File: config.mk
export PLATFORM = sky130hd
export DESIGN_NAME = ifu_fetch
export DESIGN_NICKNAME = d
export VERILOG_FILES = /design/src/rtl/ifu_pkg.sv /design/src/rtl/ifu_fetch.sv
export SDC_FILE = /design/constraint.sdc
export NUM_CORES = 1
export LEC_CHECK = 0
export BUFFER_PORTS_ARGS = -buffer_cell sky130_fd_sc_hd__clkbuf_2
export CORE_MARGIN = 4
export CORE_UTILIZATION = 30
export CTS_CLUSTER_SIZE = 24
export DETAILED_ROUTE_END_ITERATION = 7
export PLACE_DENSITY = 0.69
export SLEW_MARGIN = 20
export SYNTH_ARGS = -nofsm -noshare
export SYNTH_HDL_FRONTEND = slang
export SYNTH_SLANG_ARGS = --single-unit
File: constraint.sdc
create_clock -name clk -period 1.8 [get_ports clk]
set_input_delay 0.27 -clock clk [delete_from_list [all_inputs] [get_ports clk]]
set_output_delay 0.27 -clock clk [all_outputs]
set_load 0.03 [all_outputs]
File: src/rtl/ifu_pkg.sv
// ifu_pkg: shared types and constants for the instruction fetch unit.
//   ifu_state_e  fetch FSM state (IDLE/ADDR/RWAIT/HOLD), 2-bit
//   RESP_OKAY    the only read response that is not a fault
//   DEF_RESET_PC default value of the PC capture register after reset
package ifu_pkg;
  typedef enum logic [1:0] {IDLE, ADDR, RWAIT, HOLD} ifu_state_e;
  localparam logic [1:0] RESP_OKAY = 2'b00;
  localparam logic [31:0] DEF_RESET_PC = 32'h8000_0000;
endpackage

File: src/rtl/ifu_fetch.sv
// ifu_fetch: fetches one instruction per accepted PC over an AXI-lite-style read channel.
module ifu_fetch
  import ifu_pkg::*;
#(
  parameter int ADDR_WIDTH = 32,
  parameter int DATA_WIDTH = 32,
  parameter logic [ADDR_WIDTH-1:0] RESET_PC = ADDR_WIDTH'(DEF_RESET_PC)
) (
  input  logic                  clk,
  input  logic                  rst_n,
  input  logic [ADDR_WIDTH-1:0] pc_i,
  input  logic                  pc_valid_i,
  output logic                  pc_ready_o,
  input  logic                  flush_i,
  output logic [ADDR_WIDTH-1:0] araddr_o,
  output logic                  arvalid_o,
  input  logic                  arready_i,
  input  logic [DATA_WIDTH-1:0] rdata_i,
  input  logic [1:0]            rresp_i,
  input  logic                  rvalid_i,
  output logic                  rready_o,
  output logic [DATA_WIDTH-1:0] inst_o,
  output logic [ADDR_WIDTH-1:0] inst_pc_o,
  output logic                  inst_fault_o,
  output logic                  inst_valid_o,
  input  logic                  inst_ready_i
);
  ifu_state_e state, state_n;
  logic [ADDR_WIDTH-1:0] pc_q;
  logic [DATA_WIDTH-1:0] inst_q;
  logic fault_q, drop_q, misaligned, dropping;
  assign misaligned = pc_i[1:0] != 2'b00;
  assign dropping = drop_q | flush_i;
  always_ff @(posedge clk or negedge rst_n)
    if (!rst_n) state <= IDLE;
    else state <= state_n;
  always_comb begin
    state_n = state;
    case (state)
      IDLE:    state_n = pc_valid_i ? (misaligned ? HOLD : ADDR) : IDLE;
      ADDR:    state_n = arready_i ? RWAIT : ADDR;
      RWAIT:   state_n = rvalid_i ? (dropping ? IDLE : HOLD) : RWAIT;
      HOLD:    state_n = (inst_ready_i | flush_i) ? IDLE : HOLD;
      default: state_n = IDLE;
    endcase
  end
  always_ff @(posedge clk or negedge rst_n)
    if (!rst_n) begin
      pc_q    <= RESET_PC;
      inst_q  <= '0;
      fault_q <= 1'b0;
      drop_q  <= 1'b0;
    end else begin
      if (state == IDLE && pc_valid_i) begin
        pc_q    <= pc_i;
        inst_q  <= '0;
        fault_q <= misaligned;
      end
      if (state == RWAIT && rvalid_i && !dropping) begin
        inst_q  <= rdata_i;
        fault_q <= rresp_i != RESP_OKAY;
      end
      drop_q <= (state == ADDR || (state == RWAIT && !rvalid_i)) && dropping;
    end
  assign pc_ready_o   = state == IDLE;
  assign arvalid_o    = state == ADDR;
  assign rready_o     = state == RWAIT;
  assign inst_valid_o = state == HOLD;
  assign araddr_o     = pc_q;
  assign inst_pc_o    = pc_q;
  assign inst_o       = inst_q;
  assign inst_fault_o = fault_q;
`ifdef IFU_TRACE_EN
  logic [31:0] stall_q;
  function int ifu_stall_cycles();
    return int'(stall_q);
  endfunction
  always_ff @(posedge clk or negedge rst_n)
    if (!rst_n) stall_q <= '0;
    else if (state == RWAIT && !rvalid_i) stall_q <= stall_q + 32'd1;
`endif
endmodule

* Word level (Yosys, flattened, before mapping)
Cells that the tools add are included.
** Cells by class
- Mux-type cells :: 11
- Equal/unequal tests :: 3
- Bitwise gates (word level) :: 2
- Reduce and logical (&&, ||, !) cells :: 12
** Operator list (count)
- two-way mux 32 bit :: 2
- two-way mux 2 bit :: 6
- case mux 2 bit (4 select lines) :: 1
- nonzero test 2 bit :: 3
- logical AND 1 bit :: 5
- equality test 2 bit, second input constant :: 2
- equality test 2 x 1 -> 1 bit, second input constant :: 1
- zero test 1 bit :: 2
- zero test 2 bit :: 1
- two-way mux 1 bit :: 2
- OR 1 bit :: 2
- logical OR 1 bit :: 1
** Storage, ports and cells
- Register bits :: 68
- Logic and storage cells :: 33

* Logic depth before layout (Yosys ltp)
Gate-level depths: netlist of the first run.
- Depth in word-level cells :: 4
- Mapped depth :: 5
- Mapped depth without buffers :: 3

* Worst setup path after synthesis of the first run
Ideal clock, no wire load.
- Path kind :: register -> register
- From :: register state[0]
- To :: register inst_q[10], in the netlist inst_o[10]
- Path slack :: 0.328 ns
- Library setup time :: 0.125 ns
- Data required time :: 1.675 ns
- Arrival :: 1.347 ns
- Buffers on the path :: 1
- Stages on the path, launching flop included :: 5
- Cells stage by stage :: dfrtp_1 -> and2b_4 -> nand3_4 -> buf_6 -> mux2_4
** On the way
- Longest elaborated chain between the ends :: 4
- Elaborated cells between the ends (all ways) :: 7
- Classes of those cells :: eq/ne: 1; mux: 1; reduce/logical: 5
** RTL lines
- from (decl) :: RTL line ifu_fetch.sv:28 : ifu_state_e state, state_n;
- from (signal assigned) :: RTL line ifu_fetch.sv:36 : else state <= state_n;
- equality test 2 bit *
- net rready_o :: RTL line ifu_fetch.sv:21 : output logic rready_o,
- logical AND 1 bit * (2 in series) :: RTL line ifu_fetch.sv:59 : if (state == RWAIT && rvalid_i && !dropping) begin
- two-way mux 32 bit or nonzero test 2 bit (tied branches)
- to (signal assigned) :: RTL line ifu_fetch.sv:60 : inst_q <= rdata_i;
- to (decl) :: RTL line ifu_fetch.sv:30 : logic [DATA_WIDTH-1:0] inst_q;
The timed path passes the listed nets; every way through them passes the cells marked *.
A chain may end at the register's enable or synchronous reset.

* Final worst setup path of the first run
- From :: register state[0]
- To :: output rready_o
** On the way
- Longest elaborated chain between the ends :: 1
** RTL lines
- equality test 2 bit :: RTL line ifu_fetch.sv:67 : assign rready_o = state == RWAIT;
- to (decl) :: RTL line ifu_fetch.sv:21
Every way passes these cells.

==> reports/metrics.cfg, run 1 <==
[clocking]
cts_buffer_depth=2
htreeDepth=3
numCtsBuffers=9
post-cts-setup-buffers=0
cts-resized-gates=0
cts_sinks=68
clkTransAtPathRegs_ns=0.08
clk_latency_ns=0.33
cts_root_buffer=clkbuf_8
cts_tree=done
hold_buffers=1

[die]
coreArea_um2=10300
placementRows=37
die_h_um=111
die_w_um=111
dieArea_um2=12300
io_pins=174
initial_core_util=0.308

[global_routing]
antenna_found_initial=0
met3_usage=0.0360
first_global_vias=2361
met2_usage=0.198
grt_use_total=0.120
grt_use_met1=0.146
grt_pass1_wl_um=12100
grt.overflow.total=0
top_usage_layer=met2
grt_max_degree=69

[critical_path]
cp_data_arrival_time_ns=1.33
crit_fanout=7
end_kind=output port
required_ns=1.53
crit_type=register to output port
worstSetupStartpointType=register

[synth]
yosysSeqAreaShare=0.536
avgSynthCellArea_um2=13.8
synth.ff_latch_count=68
synth_cell_types=23
synth_top_cell_area_share=0.527
netlist_top_cells_area=dfrtp_1, mux2_2, mux2_4
yosys.area.top_type=dfrtp_1
syn_area_um2=3180
synth_warnings=0
syn-num-nets=303
synthCells=230

[detailed_routing]
drt_pre_antenna_iters=4
drtIter0Drc=60
drcViolationCount=0
routed_wl_um=7100
ant_nets=0
wl_per_cell_um=13.7
vias_per_cell=4.30
vias=2232

[status]
status=finished, final reports clean

[sta]
period_share=0.886
clock.fmax_ghz=0.627
fin_setup_tns_ns=0
maxSlewViolCount=0
post-route-min-period_ns=1.60
finalSetupViolCount=0
rsz0062_at_grt=false
finClkSkew_ns=0.00874
setup_ws_ns=0.205
max_slew_margin=0.753
timing.hold.ws_ns=0.163
finalHoldViolCount=0
tightest_slew_ns=0.371

[place]
place_congestion=0.755
place_inst=502
hpwl_um=5210
place_worst_setup_slack_ns=0.271
port_buffers=173
place_area_um2=3990

[cells_and_area]
diodes=0
nets=451
drive_gt1_frac=0.692
nFillCells=980
area_delta_synth_final_pct=32.6
instances_no_fill=519
postLayoutCellArea_um2=4220

[power_and_ir_drop]
leakagePower_nw=2.30
powerDensity_nw_per_um2=2170
irDropWorstVdd_v=0.000887

[min_path]
min_path_type=input pin to register

[flow_run]
drv_cap=0

==> worst max-delay path, stage by stage (launching register included) <==
cell and delay [ns]:
dfrtp_1 0.46, and2b_4 0.32, clkbuf_2 0.22
==> layout by cell type, fill, tap and decap left out, types with 3 or more instances in the layout <==
cell type,n
mux2_4,20
o21ai_0,3
nor2_1,5
mux2_2,44
nor2b_1,32
clkbuf_2,172
clkinv_2,3
buf_12,4
dfrtp_1,67
clkbuf_8,10
==> flip-flops by register name, indices dropped and copies added (netlist names) <==
signal        flops
inst_fault_o      1
drop_q            1
araddr_o         32
inst_o           32
state             2
==> cell usage after synthesis <==
master and n:
and2b_4 1, dfrtp_1 67, mux2_4 20, inv_1 1, mux2_2 44, buf_6 3, nand2_1 2, mux2i_1 2
nand3_4 1, nor3b_2 1, buf_4 37, nand3_1 1, nor2_1 5, o21ai_0 3, and2_2 1, a21oi_1 1
nor3b_1 1, a22oi_1 1, nor2b_1 32, or2_2 1, and2b_2 2, clkbuf_1 2, dfstp_2 1
==> worst paths after layout <==
check	from	endpoint	slack, ns	cells past startpoint
worst max-delay path	state[0]	rready_o	0.20	2
worst min-delay path	pc_i[30]	araddr_o[30]	0.16	2
worst max register to register	state[1]	araddr_o[23]	0.27	3
worst min register to register	araddr_o[29]	araddr_o[29]	0.54	1
max in group asynchronous	rst_n	araddr_o[31]	0.98	3
min in group asynchronous	rst_n	araddr_o[9]	0.49	3
==> layer usage <==
layer | part of all wire | wire length, µm | vias up
met5 | 0 | 0 | -
met4 | 0.015 | 110 | 0
met3 | 0.088 | 622 | 10
met2 | 0.48 | 3420 | 118
met1 | 0.42 | 2950 | 1071
li1 | - | - | 1033
==> cell families after synthesis <==
family	Yosys count	synth area share
and+or+nand+nor	48	0.0976
AOI/OAI and AO/OA	5	0.00866
DFF	68	0.536
muxes	66	0.257
buffers and inverters	43	0.102
==> where the power goes <==
part	internal (mW)	total, mW	switching [mW]	leakage, nW
Clock	0.812	1.38	0.563	0.113
Combinational	1.77	5.04	3.26	1.33
Sequential	2.25	2.73	0.481	0.856
==> layout make-up <==
type	count	area, µm²	area share
Timing Repair Buffer	179	963	0.228
Multi-Input combinational cell	119	1160	0.275
Clock inverter	5	75.1	0.0178
Clock buffer	11	141	0.0335
Tap cell	136	170	0.0404
Inverter	1	3.75	0.000890
Sequential cell	68	1700	0.404
==> per-stage QoR <==
stage / utilization / power [mW]
final: 0.408 / 9.15
after global routing: 0.408 / 9.68
after CTS: 0.408 / 9.29
after detailed placement: 0.386 / 7.87
after global placement: 0.386 / 7.77
after floorplan: - / 6.83
(Power assumes the default switching activity.)
==> run 2: changes to the inputs <==
- ABC_AREA: unset -> 1
==> run 2 against run 1 <==
Compared with the run above:
- critical path depth up 2
- sequential power is essentially flat
- register-to-register slack gained 0.15 ns
- combinational power decreased by 12%
- global-route usage increased by 1.4 points
- count of clock-buffer cells in the layout is 1 higher
- largest cell class unchanged
- first-iteration DRC count rose to 3.2 times the previous value
- sequential share of layout area increased by 2.5 points
- critical path type unchanged
- via count grew 22%
==> reports/metrics.cfg, run 2 <==
[synth]
netlist_top_cells_count=nand2_1, dfrtp_1, nand3_1, buf_4
synth_top_cell_area_share=0.548
yosys.area.top_type=dfrtp_1
yosysSeqAreaShare=0.556
synthCells=344
synth_warnings=0
synth_cell_types=18
netlist_top_cells_area=dfrtp_1, nand2_1, nand3_1
synthFlopType=dfrtp_1
synth.ff_latch_count=68
avgSynthCellArea_um2=8.90
syn-num-nets=417
synth-edff-count=0
async_reset_ff_frac=1.00
syn_area_um2=3060
synth_most_common_cell=nand2_1

[sta]
clock.fmax_ghz=0.655
rsz0062_at_grt=false
setup_ws_ns=0.274
tightest_slew_ns=0.406
max_slew_margin=0.729
finalSetupViolCount=0
maxSlewViolCount=0
finClkSkew_ns=0.00845
period_share=0.848
finalHoldViolCount=0
post-route-min-period_ns=1.53
fin_setup_tns_ns=0

[clocking]
post-cts-setup-buffers=0
clk_latency_ns=0.33
cts_buffer_depth=2
numCtsBuffers=9
cts_tree=done
htreeDepth=3
clkTransAtPathRegs_ns=0.08
cts_root_buffer=clkbuf_8
cts_sinks=68

[detailed_routing]
ant_nets=0
wl_per_cell_um=12.8
routed_wl_um=7950
drcViolationCount=0
drt_pre_antenna_iters=4
vias=2720
drtIter0Drc=192
vias_per_cell=4.37

[die]
die_w_um=109
initial_core_util=0.310
placementRows=36
coreArea_um2=9860
die_h_um=109
dieArea_um2=11900
io_pins=174

[critical_path]
cp_data_arrival_time_ns=1.26
end_kind=output port
crit_type=register to output port
required_ns=1.53
crit_fanout=4
reg2reg_slack_ns=0.42
worstSetupStartpointType=register

[place]
place_area_um2=3770
place_congestion=0.683
place_worst_setup_slack_ns=0.397
port_buffers=173
hpwl_um=5870

[global_routing]
grt_max_degree=69
grt_use_met1=0.159
met2_usage=0.232
first_global_vias=2606
grt_pass1_wl_um=12500
top_usage_layer=met2
grt.overflow.total=0
met3_usage=0.0409
grt_use_total=0.134
antenna_found_initial=0

[cells_and_area]
area_delta_synth_final_pct=29.8
layout_common_cells=clkbuf_2, nand2_1, dfrtp_1, nand3_1, clkbuf_8
diodes=0
multi_input_area_um2=943
nets=557
layout_commonest_cell=clkbuf_2
postLayoutCellArea_um2=3980
regArea_um2=1700
drive_gt1_frac=0.411
nFillCells=994

[power_and_ir_drop]
powerDensity_nw_per_um2=2110
irDropWorstVdd_v=0.000824
leakagePower_nw=2.38

[min_path]
min_path_type=input pin to register

[flow_run]
drv_cap=0

[status]
status=finished, final reports clean

[run 2: cell count changes in the layout (fill, tap and decap cells not counted), sizes merged, moves of 2 or more]
cell      previous run  this run
mux2                64         0
mux2i                2         0
nand2                2       138
clkinv               3         1
nand4                0         2
nand3                2        66
nor2b               32         0
and2b                3         0
clkinvlp             0         2
inv                  1         9
nor3b                2         0
[run 2: layer usage]
metal	up-vias	routed length, µm
met2	97	4000
met1	1278	3320
li1	1340	-
met3	5	573
met5	-	0
met4	0	57
[run 2: layout make-up]
class,instances,area share
sequential,68,0.428
inverter,9,0.00850
clock inverter,4,0.0126
timing repair buffer,180,0.235
clock buffer,12,0.0365
multi-input combinational,216,0.237
tap,133,0.0419
[run 2: critical path: stages (launching register included)]
cell	delay (ns)
dfrtp_1	0.44
inv_2	0.10
nand2_1	0.07
inv_1	0.10
clkbuf_2	0.21
[run 2: logic make-up (layout without fill, tap and decap cells)]
group / Yosys count / after routing / synth area share
buffers and inverters: 60 / 205 / 0.136
AND/OR/NAND/NOR: 212 / 212 / 0.302
AO/OA/AOI/OAI: 4 / 4 / 0.00654
flip-flops: 68 / 68 / 0.556
[run 2: final timing paths]
path / endpoint / cells after the start / from
setup / recovery: arvalid_o / 4 / state[1]
hold / removal: inst_o[12] / 3 / rdata_i[12]
setup reg to reg: inst_o[4] / 5 / state[1]
hold reg to reg: araddr_o[31] / 2 / araddr_o[31]
max in group asynchronous: araddr_o[31] / 3 / rst_n
min in group asynchronous: araddr_o[8] / 3 / rst_n
[run 2: repair_timing]
item	4_1_cts	5_1_grt
hold buffers	1	0
resized for setup	0	0
hold endpoints to repair	67	0
[run 2: per-stage QoR]
stage                     total power [mW]  instances  hold WS [ns]  utilization
after floorplan                       6.28        344       -0.0256            -
after global placement                7.17        605         0.319        0.382
after detailed placement              7.24        605         0.327        0.382
after CTS                             8.51        622         0.109        0.403
after global routing                  8.95        622         0.105        0.403
final                                 8.38        622         0.130        0.403
[run 2: report_power, final]
part	total [mW]	switching (mW)	internal, mW
registers	2.70	0.483	2.21
logic	4.44	3.31	1.13
clock network	1.24	0.562	0.677
